===== src/rtl/logs_map_engine.sv =====
// Logistic-map iterator x' = r*x*(1-x) in unsigned fixed point, built around one shared
// shift-add multiplier. Define LOGS_ORBIT_EN to stream every iterate instead of only the final one.
module logs_map_engine #(
  parameter int FRAC   = 4,
  parameter int ITER_W = 8
) (
  input  logic              clk,
  input  logic              rst_n,
  input  logic              start,
  input  logic [FRAC-1:0]   x0,
  input  logic [FRAC+1:0]   r,
  input  logic [ITER_W-1:0] n_iter,
  output logic              busy,
  output logic              out_valid,
  input  logic              out_ready,
  output logic [FRAC-1:0]   out_x,
  output logic              out_last,
  output logic              done
);

  localparam int AW = 2 * FRAC + 2;
  localparam int BW = $clog2(FRAC + 1);
  localparam logic [BW-1:0]     LAST_BIT = BW'(FRAC - 1);
  localparam logic [ITER_W-1:0] ONE      = ITER_W'(1);

  typedef enum logic [1:0] {IDLE, MUL1, MUL2, EMIT} state_t;

  state_t            state;
  logic [FRAC-1:0]   x;
  logic [FRAC+1:0]   r_q;
  logic [ITER_W-1:0] cnt;
  logic [AW-1:0]     acc;
  logic [AW-1:0]     mcand;
  logic [FRAC-1:0]   mplier;
  logic [BW-1:0]     bit_cnt;
  logic              last_q;

  logic [AW-1:0]     acc_next;
  logic [FRAC-1:0]   prod_hi;
  logic              unused_bits;

  // The product's low FRAC bits and (for r*p) bits above 2*FRAC are truncated by the algorithm.
  assign acc_next    = acc + (mplier[0] ? mcand : '0);
  assign prod_hi     = acc_next[2*FRAC-1:FRAC];
  assign unused_bits = ^{acc_next[AW-1:2*FRAC], acc_next[FRAC-1:0]};

  assign busy = (state != IDLE);

  // NOTE: all state is updated with non-blocking assignments so every branch sees
  // the pre-edge values of acc/mcand/mplier regardless of statement order.
  always_ff @(posedge clk) begin
    if (!rst_n) begin
      state     <= IDLE;
      x         <= '0;
      r_q       <= '0;
      cnt       <= '0;
      acc       <= '0;
      mcand     <= '0;
      mplier    <= '0;
      bit_cnt   <= '0;
      last_q    <= 1'b0;
      out_valid <= 1'b0;
      out_x     <= '0;
      out_last  <= 1'b0;
      done      <= 1'b0;
    end else begin
      done <= 1'b0;
      case (state)
        IDLE: begin
          if (start) begin
            x       <= x0;
            r_q     <= r;
            cnt     <= n_iter;
            mcand   <= AW'(x0);
            mplier  <= ~x0;
            acc     <= '0;
            bit_cnt <= '0;
            if (n_iter == '0) done  <= 1'b1;
            else              state <= MUL1;
          end
        end

        MUL1: begin
          acc     <= acc_next;
          mcand   <= mcand << 1;
          mplier  <= mplier >> 1;
          bit_cnt <= bit_cnt + 1'b1;
          if (bit_cnt == LAST_BIT) begin
            mcand   <= AW'(r_q);
            mplier  <= prod_hi;
            acc     <= '0;
            bit_cnt <= '0;
            state   <= MUL2;
          end
        end

        MUL2: begin
          acc     <= acc_next;
          mcand   <= mcand << 1;
          mplier  <= mplier >> 1;
          bit_cnt <= bit_cnt + 1'b1;
          if (bit_cnt == LAST_BIT) begin
            x       <= prod_hi;
            cnt     <= cnt - 1'b1;
            last_q  <= (cnt == ONE);
            acc     <= '0;
            bit_cnt <= '0;
`ifdef LOGS_ORBIT_EN
            state   <= EMIT;
`else
            if (cnt == ONE) begin
              state <= EMIT;
            end else begin
              // Intermediate iterate feeds straight back into the next multiply.
              mcand  <= AW'(prod_hi);
              mplier <= ~prod_hi;
              state  <= MUL1;
            end
`endif
          end
        end

        EMIT: begin
          if (!out_valid) begin
            out_valid <= 1'b1;
            out_x     <= x;
            out_last  <= last_q;
          end else if (out_ready) begin
            out_valid <= 1'b0;
            out_last  <= 1'b0;
            if (out_last) begin
              state <= IDLE;
              done  <= 1'b1;
            end else begin
              mcand  <= AW'(x);
              mplier <= ~x;
              state  <= MUL1;
            end
          end
        end

        default: state <= IDLE;
      endcase
    end
  end

endmodule

===== config.mk =====
export PLATFORM = sky130hd
export DESIGN_NAME = logs_map_engine
export DESIGN_NICKNAME = d
export VERILOG_FILES = /design/src/rtl/logs_map_engine.sv
export SDC_FILE = /design/constraint.sdc
export NUM_CORES = 1
export LEC_CHECK = 0
export CORE_MARGIN = 2
export CORE_UTILIZATION = 57
export DETAILED_ROUTE_END_ITERATION = 7
export PLACE_DENSITY = 0.8
export SLEW_MARGIN = 20
export SYNTH_ARGS = -nofsm -noshare
export SYNTH_HDL_FRONTEND = slang
export SYNTH_SLANG_ARGS = --single-unit

===== constraint.sdc =====
create_clock -name clk -period 2.8 [get_ports clk]
set_clock_uncertainty 0.05 [all_clocks]
set_input_delay 0.28 -clock clk [delete_from_list [all_inputs] [get_ports clk]]
set_output_delay 0.28 -clock clk [all_outputs]
set_load 0.02 [all_outputs]

==> flow_summary.toml, run 1 <==
[global_routing]
grt_max_degree = 21
initial_antenna_violation_count = 0
grt_pass1_vias = 2744
groute.usage.overall_pct = 28.9
globalRouteOverflowTotal = 0
grt_first_pass_wirelength_mm = 13.7

[route]
drt_first_pass_iters = 5
route.final.wire_length_mm = 8.46
post-route-drc-count = 0
ant_nets = 0
detailedRoute.firstIterationViolations = 355
num_vias = 3078
post_drt_wl_per_cell_um = 17.9
vias_per_cell = 6.52

[clock_network]
cts_inserted_buffers = 5
ctsResizeCount = 0
cts_num_sinks = 51
cts-htree-levels = 2
postCtsSetupRepairBufs = 0
tritoncts_clock_tree = "built"
clk_root_buffer_cell = "clkbuf_8"
clk_latency_ns = 0.31
cts-root-to-sink-buffers = 2
cts.reportedPaths.clkPinSlew_ns = 0.10
number_of_hold_buffers_added_after_cts = 0

[power_and_ir_drop]
fin_total_pwr_mw = 3.02
vdd_drop_max_mv = 0.463
static_leak_nw = 1.37
power-per-cell-area_mw_per_mm2 = 846

[logic_synthesis]
syn-num-nets = 414
synth.ff_latch_count = 51
syn-instance-count = 377
yosysSeqAreaShare_pct = 33.4
synth.yosys.warnings = 0
synthArstFlopShare_pct = 0
post_synth_num_cell_types = 64
main_flop_type_after_synthesis = "dfxtp_1"
synth_area_per_cell_um2 = 8.11
count_of_flip_flops_with_a_built_in_enable_after_synthesis = 0
synth_area_mm2 = 0.00306

[sta]
finalCritPeriodShare_pct = 92.8
achievable-frequency_ghz = 0.385
layout_min_cycle_time_ns = 2.60
rsz0062_at_grt = "no"
final_hold_viol_count = 0
worst_slew_margin_rel_pct = 49.6
final.hold.worst_slack_ns = 0.433
layout_setup_ws_ns = 0.203
worstMarginPinSlew_ns = 0.755
finalSetupTns_ns = 0
final_setup_violation_count = 0
slew_viol_final = 0

[die]
start_util_pct = 59.5
die_height_um = 77.2
core_mm2 = 0.00514
die_w_um = 77.2
io_pins = 30
die_area_mm2 = 0.00596
floorplan.rows = 26

[worst_hold_path]
holdCritPathClass = "reg2reg"
worst_hold_startpoint = "r_q[4]"

[final_layout]
final-instance-count-excl-fill = 472
layout.nets = 438
finish.utilization_pct = 69.4
layout.cells.most_common_list = "dfxtp_1 (51), a21oi_1 (45), nor2_1 (33)"
area.growth.synth_to_final_pct = 16.8
multiInputGateArea_mm2 = 0.00188
final_layout_size_suffix_gt1_share_pct = 7.71
fillerInstances = 440
final_cell_area_mm2 = 0.00357
seq_area_mm2 = 0.00102
antenna_cell_count = 0
layout.cells.most_common = "dfxtp_1"

[outcome]
result_of_the_run = "completed"

[worst_setup_path]
worst_r2r_startpoint = "mplier[0]"
critical_path.max_fanout = 16
crit_start = "state[0]"
crit_arrival_ns = 2.27
setup.worst_path.class = "reg2out"
critPathLaunchType = "register"
worstSetupEndpointType = "output pin"
worst-endpoint-required_ns = 2.47

[place]
pre_cts_ws_ns = 0.407
placed_cells = 464
postPlaceCellArea_mm2 = 0.00343
total_of_buffers_placed_on_input_and_output_ports = 29
placer_congestion_estimate = 0.915
place_hpwl_mm = 6.09

[job]
cap_violations = 0
[sequential cells by signal (all words and copies together) (netlist names), 2 cells and up]
signal,count
bit_cnt,3
cnt,8
out_x,4
mcand,8
acc,8
x,4
state,2
mplier,4
r_q,6
[final timing paths]
kind,cells past startpoint,to,slack [ns]
setup / recovery,4,busy,0.20
hold / removal,2,r_q[4],0.43
setup reg to reg,7,mplier[3],0.21
hold reg to reg,2,r_q[4],0.43
[layer usage]
| metal | part of all wire (%) | GRT usage (%) | vias to the layer above |
|---|---|---|---|
| li1 | - | - | 1435 |
| met1 | 42 | 39.3 | 1432 |
| met2 | 46 | 45.7 | 184 |
| met3 | 9.5 | 4.82 | 27 |
| met4 | 2.4 | 11.4 | 0 |
| met5 | 0 | 0 | - |
[critical path, stage by stage (launching register included)]
cell and delay, ns:
dfxtp_1 0.45, inv_1 0.10, ha_1 0.40, inv_1 0.33
clkdlybuf4s50_1 0.67
[cell families after synthesis]
group                    count (synthesis)  synth area share, %
multiplexers                            13                 4.26
flip-flops                              51                 33.4
AO/OA/AOI/OAI                          134                 29.2
XOR/XNOR                                 6                 1.96
buffers and inverters                   38                 4.99
AND/OR/NAND/NOR                        120                 19.8
adder cells (fa/ha/maj)                 15                 6.39
[layout make-up]
type,instances,share of cell area (%)
Multi-Input combinational cell,288,52.8
Timing Repair Buffer,40,10.8
Sequential cell,51,28.6
Clock inverter,3,1.89
Inverter,15,1.58
Tap cell,70,2.45
Clock buffer,5,1.93
[synthesized netlist by cell type, types with 7 or more instances]
cell	n	share of area, %
a21o_1	8	2.0
a21oi_1	45	7.4
o21ai_0	23	3.8
nand2_1	28	3.4
nor2_1	33	4.1
mux2i_1	13	4.3
clkbuf_1	15	1.8
buf_2	7	1.1
dfxtp_1	51	33
inv_1	14	1.7
a211oi_1	7	1.7
nand3_1	15	2.5
ha_1	14	5.7
a22oi_1	12	2.9
and2_1	8	1.6
nand2b_1	7	1.4
[power by group]
group          internal, mW  total [mW]  switching (mW)
Combinational         0.521        1.36           0.840
Sequential            0.873        1.04           0.171
Clock                 0.356       0.616           0.260
Total                  1.75        3.02            1.27
Note: power is estimated with default switching activity, not from simulation.
==> run 2: changes to the inputs <==
CORE_MARGIN = unset   (was 2)
==> run 2 against run 1 <==
  * Fmax grew 0.79%
  * Via count shrank 3.2%
  * Worst setup slack gained 0.020 ns
  * Design area shrank 1.2%
  * Cell count grew 0.21%
  * Total power shrank 5.1%
  * Global-route usage grew 1.5 points
  * Non-clock buffer count grew 1
  * Register-to-register slack gained 0.19 ns
  * Combinational power is essentially flat
  * Highest routed layer unchanged
==> flow_summary.toml, run 2 (synthesized netlist as in run 1, its figures left out) <==
[worst_setup_path]
critPathLaunchType = "register"
setup.worst_path.class = "reg2out"
critical_path.max_fanout = 16
worst-endpoint-required_ns = 2.47
worstSetupEndpointType = "output pin"
crit_arrival_ns = 2.25
timing.reg2reg.setup_slack_ns = 0.40

[sta]
worstMarginPinSlew_ns = 0.662
final_hold_viol_count = 0
rsz0062_at_grt = "no"
layout_min_cycle_time_ns = 2.58
achievable-frequency_ghz = 0.388
final_setup_violation_count = 0
worst_slew_margin_rel_pct = 55.8
slew_viol_final = 0
finalCritPeriodShare_pct = 92.0
finalSetupTns_ns = 0

[final_layout]
antenna_cell_count = 0
final_cell_area_mm2 = 0.00353
area.growth.synth_to_final_pct = 15.4
final_layout_size_suffix_gt1_share_pct = 7.69
layout.cells.most_common_list = "dfxtp_1 (51), a21oi_1 (45), nor2_1 (33)"
fillerInstances = 466
layout.cells.most_common = "dfxtp_1"
largest_registers = "acc: 8 flops, cnt: 8 flops, mcand: 8 flops"
layout.nets = 439
final-instance-count-excl-fill = 473

[job]
cap_violations = 0

[die]
die_height_um = 75.2
core_mm2 = 0.00514
die_area_mm2 = 0.00566
io_pins = 30
floorplan.rows = 26
start_util_pct = 59.5
die_w_um = 75.2

[clock_network]
cts_inserted_buffers = 5
clk_root_buffer_cell = "clkbuf_8"
cts_num_sinks = 51
tritoncts_clock_tree = "built"
ctsResizeCount = 0
number_of_hold_buffers_added_after_cts = 0
cts.reportedPaths.clkPinSlew_ns = 0.10
clk_latency_ns = 0.31
postCtsSetupRepairBufs = 0
cts-root-to-sink-buffers = 2
cts-htree-levels = 2

[place]
postPlaceCellArea_mm2 = 0.00343
placer_congestion_estimate = 0.905
total_of_buffers_placed_on_input_and_output_ports = 29
place_hpwl_mm = 5.96
placed_cells = 465

[global_routing]
initial_antenna_violation_count = 0
groute.usage.overall_pct = 30.4
globalRouteOverflowTotal = 0
grt_first_pass_wirelength_mm = 12.8
grt_pass1_vias = 2645
grt_max_degree = 21

[route]
detailedRoute.firstIterationViolations = 316
post_drt_wl_per_cell_um = 17.3
drt_first_pass_iters = 5
vias_per_cell = 6.30
ant_nets = 0
route.final.wire_length_mm = 8.18
num_vias = 2978
post-route-drc-count = 0

[power_and_ir_drop]
power-per-cell-area_mw_per_mm2 = 812
fin_total_pwr_mw = 2.87
static_leak_nw = 1.36
vdd_drop_max_mv = 0.489

[worst_hold_path]
holdCritPathClass = "reg2reg"

[outcome]
result_of_the_run = "completed"
-- run 2: changes by cell type in the layout (fill, tap and decap cells not counted) --
cell,delta
buf_12,-1
buf_4,+2
bufinv_16,-2
clkbuf_1,+1
clkbuf_8,+2
clkinvlp_4,-1
-- run 2: cell type report --
type / count / area (µm²) / share of cell area [%]
clock buffers: 8 / 100 / 2.84
inverters: 15 / 56.3 / 1.60
multi-input cells: 288 / 1880 / 53.4
flip-flops and latches: 51 / 1020 / 28.9
well taps: 70 / 87.6 / 2.48
repair buffers: 41 / 380 / 10.8
-- run 2: worst paths after layout --
check            start   endpoint  cells after the start
max reg2reg  mplier[0]  mplier[2]                      8
min             r_q[3]     r_q[3]                      2
min reg2reg     r_q[3]     r_q[3]                      2
max           state[0]       busy                      4
-- run 2: worst max-delay path, stage by stage (launching register included) --
cell and delay, ns:
dfxtp_1 0.44, inv_1 0.10, ha_1 0.41, inv_1 0.33, clkdlybuf4s50_1 0.67
-- run 2: stage by stage --
step / setup slack (ns) / hold slack [ns] / util, %
finish: 0.223 / 0.427 / 68.6
global route: 0.145 / 0.457 / 68.6
CTS: 0.266 / 0.427 / 68.6
detailed placement: 0.436 / 0.414 / 66.7
global placement: 0.484 / 0.410 / 66.7
floorplan: 0.621 / 0.341 / -
-- run 2: routing by layer --
metal  share of wire, %  track usage, %
met5                  0               0
met2                 47            48.3
met3                8.0            6.02
met1                 44            42.1
met4                1.2            8.64
-- run 2: where the power goes --
part	internal, mW	switching [mW]	leakage (nW)
clock	0.226	0.241	0.0515
combinational	0.527	0.836	0.894
sequential	0.873	0.164	0.416
==> run 3: changes to the inputs <==
ABC_AREA = 1   (was unset)
CELL_PAD_IN_SITES_DETAIL_PLACEMENT = 0   (was unset)
CELL_PAD_IN_SITES_GLOBAL_PLACEMENT = 2   (was unset)
CORE_UTILIZATION = 31   (was 57)
PLACE_DENSITY = unset   (was 0.8)
PLACE_DENSITY_LB_ADDON = 0.1   (was unset)
==> run 3 against run 2 <==
  * Highest routed layer unchanged
  * Largest power group unchanged
  * Largest cell class unchanged
  * Global-route usage is 12 points lower
  * Clock-buffer cell count fell by 2
  * Combinational power is 12% lower
  * Flip-flop and latch count did not move
==> flow_summary.toml, run 3 <==
[power_and_ir_drop]
seq_power_share_pct = 36.7
p_clk_share_pct = 20.2
p_sw_share_pct = 43.5
power.combinational.fraction_pct = 43.1
p_int_mw = 1.57
power.switching_mw = 1.21
vdd_drop_max_mv = 0.504
power-per-cell-area_mw_per_mm2 = 781
static_leak_nw = 1.57

[logic_synthesis]
main_flop_type_after_synthesis = "dfxtp_1"
synth_top_cell_area_share_pct = 33.7
synth_area_per_cell_um2 = 6.52
synth_top_area_cell = "dfxtp_1"
syn-instance-count = 464
netlist_top_cells_area = "dfxtp_1 (34%), nand2_1 (16%), a21oi_1 (8.3%)"
synth.cells.most_frequent = "nand2_1 (131), inv_1 (54), dfxtp_1 (51), a21oi_1 (50), nor2_1 (43)"
post-synth-top-count-cell = "nand2_1"
synthArstFlopShare_pct = 0
synth.yosys.warnings = 0
synth.ff_latch_count = 51
yosysSeqAreaShare_pct = 33.7
post_synth_num_cell_types = 36
count_of_flip_flops_with_a_built_in_enable_after_synthesis = 0
synth_area_mm2 = 0.00303
syn-num-nets = 501

[global_routing]
globalRouteOverflowTotal = 0
initial_antenna_violation_count = 0
grt_first_pass_wirelength_mm = 14.3
grt_pass1_vias = 2847
grt_max_degree = 26
groute.usage.overall_pct = 18.3

[route]
num_vias = 2944
vias_per_cell = 4.74
ant_nets = 0
drt_first_pass_iters = 4
post-route-drc-count = 0
detailedRoute.firstIterationViolations = 134
post_drt_wl_per_cell_um = 14.2
route.final.wire_length_mm = 8.83

[final_layout]
antenna_cell_count = 0
layout.cells.most_common = "nand2_1"
final_layout_size_suffix_gt1_share_pct = 5.89
layout.nets = 528
largest_registers = "acc: 8 flops, cnt: 8 flops, mcand: 8 flops"
area.growth.synth_to_final_pct = 17.7
layout.cells.most_common_list = "nand2_1 (131), inv_1 (54), dfxtp_1 (51)"

[job]
cap_violations = 0

[die]
die_height_um = 101
die_area_mm2 = 0.0102
floorplan.rows = 35
die_w_um = 101
core_mm2 = 0.00933
io_pins = 30
start_util_pct = 32.4

[worst_setup_path]
worstSetupEndpointType = "register"
setup.worst_path.class = "reg2reg"
critical_path.max_fanout = 9
worst-endpoint-required_ns = 3.00
critPathLaunchType = "register"
crit_arrival_ns = 2.64

[clock_network]
number_of_hold_buffers_added_after_cts = 0
cts_num_sinks = 51
postCtsSetupRepairBufs = 0
tritoncts_clock_tree = "built"
cts.reportedPaths.clkPinSlew_ns = 0.10
cts-root-to-sink-buffers = 2
cts_inserted_buffers = 5
ctsResizeCount = 0
clk_root_buffer_cell = "clkbuf_8"
clk_latency_ns = 0.31
cts-htree-levels = 2

[sta]
slew_viol_final = 0
final_hold_viol_count = 0
layout_min_cycle_time_ns = 2.45
finalSetupTns_ns = 0
layout_setup_ws_ns = 0.354
finalCritPeriodShare_pct = 87.3
rsz0062_at_grt = "no"
achievable-frequency_ghz = 0.409
final_setup_violation_count = 0
worstMarginPinSlew_ns = 0.628
final.hold.worst_slack_ns = 0.417
worst_slew_margin_rel_pct = 58.1

[outcome]
result_of_the_run = "completed"

[place]
pre_cts_ws_ns = 0.411
placer_congestion_estimate = 0.799
total_of_buffers_placed_on_input_and_output_ports = 29
place_hpwl_mm = 6.73

[worst_hold_path]
holdCritPathClass = "reg2reg"
## run 3: cell types whose count changed after synthesis, sizes merged, moves of 4 or more
cell | before | now
nand2b | 7 | 0
o21ai | 24 | 37
a22oi | 12 | 0
nor2 | 33 | 45
nand2 | 29 | 131
inv | 14 | 61
nand3 | 15 | 23
a21o | 8 | 0
mux2i | 13 | 0
xnor2 | 4 | 0
clkbuf | 16 | 7
and2 | 9 | 3
nor4 | 5 | 0
a21oi | 46 | 52
## run 3: worst paths after layout
| path | from | endpoint | slack, ns | depth (start not counted) |
|---|---|---|---|---|
| worst max register to register | mplier[0] | mcand[0] | 0.35 | 12 |
| worst min-delay path | out_x[0] | out_x[0] | 0.42 | 2 |
| worst min register to register | out_x[0] | out_x[0] | 0.42 | 2 |
| worst max-delay path | mplier[0] | mcand[0] | 0.35 | 12 |
## run 3: through the flow
| step | instances | power, mW | instance area [µm²] | utilization (%) |
|---|---|---|---|---|
| finish | 621 | 2.78 | 3560 | 38.2 |
| global route | 621 | 3.01 | 3560 | 38.2 |
| CTS | 621 | 2.80 | 3560 | 38.2 |
| detailed placement | 613 | 2.23 | 3440 | 36.9 |
| global placement | 613 | 2.25 | 3440 | 36.9 |
| floorplan | 464 | 1.88 | 3030 | - |
## run 3: layout make-up
class	instances	area, µm²
repair buffers	33	320
inverters	63	239
multi-input cells	337	1700
flip-flops and latches	51	1020
fillers	1024	5770
clock inverters	2	35.0
well taps	129	161
clock buffers	6	82.6
## run 3: power by group through the flow
stage | logic [mW] | clock network, mW | registers (mW)
2_1_floorplan | 0.894 | 0 | 0.989
3_3_place_gp | 1.21 | 0 | 1.04
3_5_place_dp | 1.19 | 0 | 1.04
4_1_cts | 1.20 | 0.576 | 1.02
5_1_grt | 1.36 | 0.606 | 1.04
6_report | 1.20 | 0.562 | 1.02
## run 3: metal layers
layer / GRT usage [%] / vias to the layer above / routed length, µm
met4: 4.24 / 0 / 84
met1: 24.9 / 1351 / 4440
met5: 0 / - / 0
met2: 30.3 / 39 / 4120
li1: - / 1547 / -
met3: 2.98 / 7 / 192
## run 3: logic make-up (layout without fill, tap and decap cells)
| group | count (synthesis) | in the layout | synth area share [%] |
|---|---|---|---|
| flip-flops | 51 | 51 | 33.7 |
| adder cells (fa/ha/maj) | 15 | 15 | 6.45 |
| buffers and inverters | 76 | 104 | 10.0 |
| XOR/XNOR | 3 | 3 | 0.869 |
| AND/OR/NAND/NOR | 212 | 212 | 28.7 |
| AO/OA/AOI/OAI | 107 | 107 | 20.1 |
## run 3: critical path: stages (launching register included)
cell      delay [ns]
dfxtp_1         0.41
nand2_1         0.10
inv_1           0.05
ha_1            0.21
fa_1            0.39
nand2_1         0.10
nand2_1         0.07
and2_1          0.14
xor2_1          0.38
nand2_1         0.13
nor2_1          0.14
o21bai_1        0.08
a21oi_1         0.12
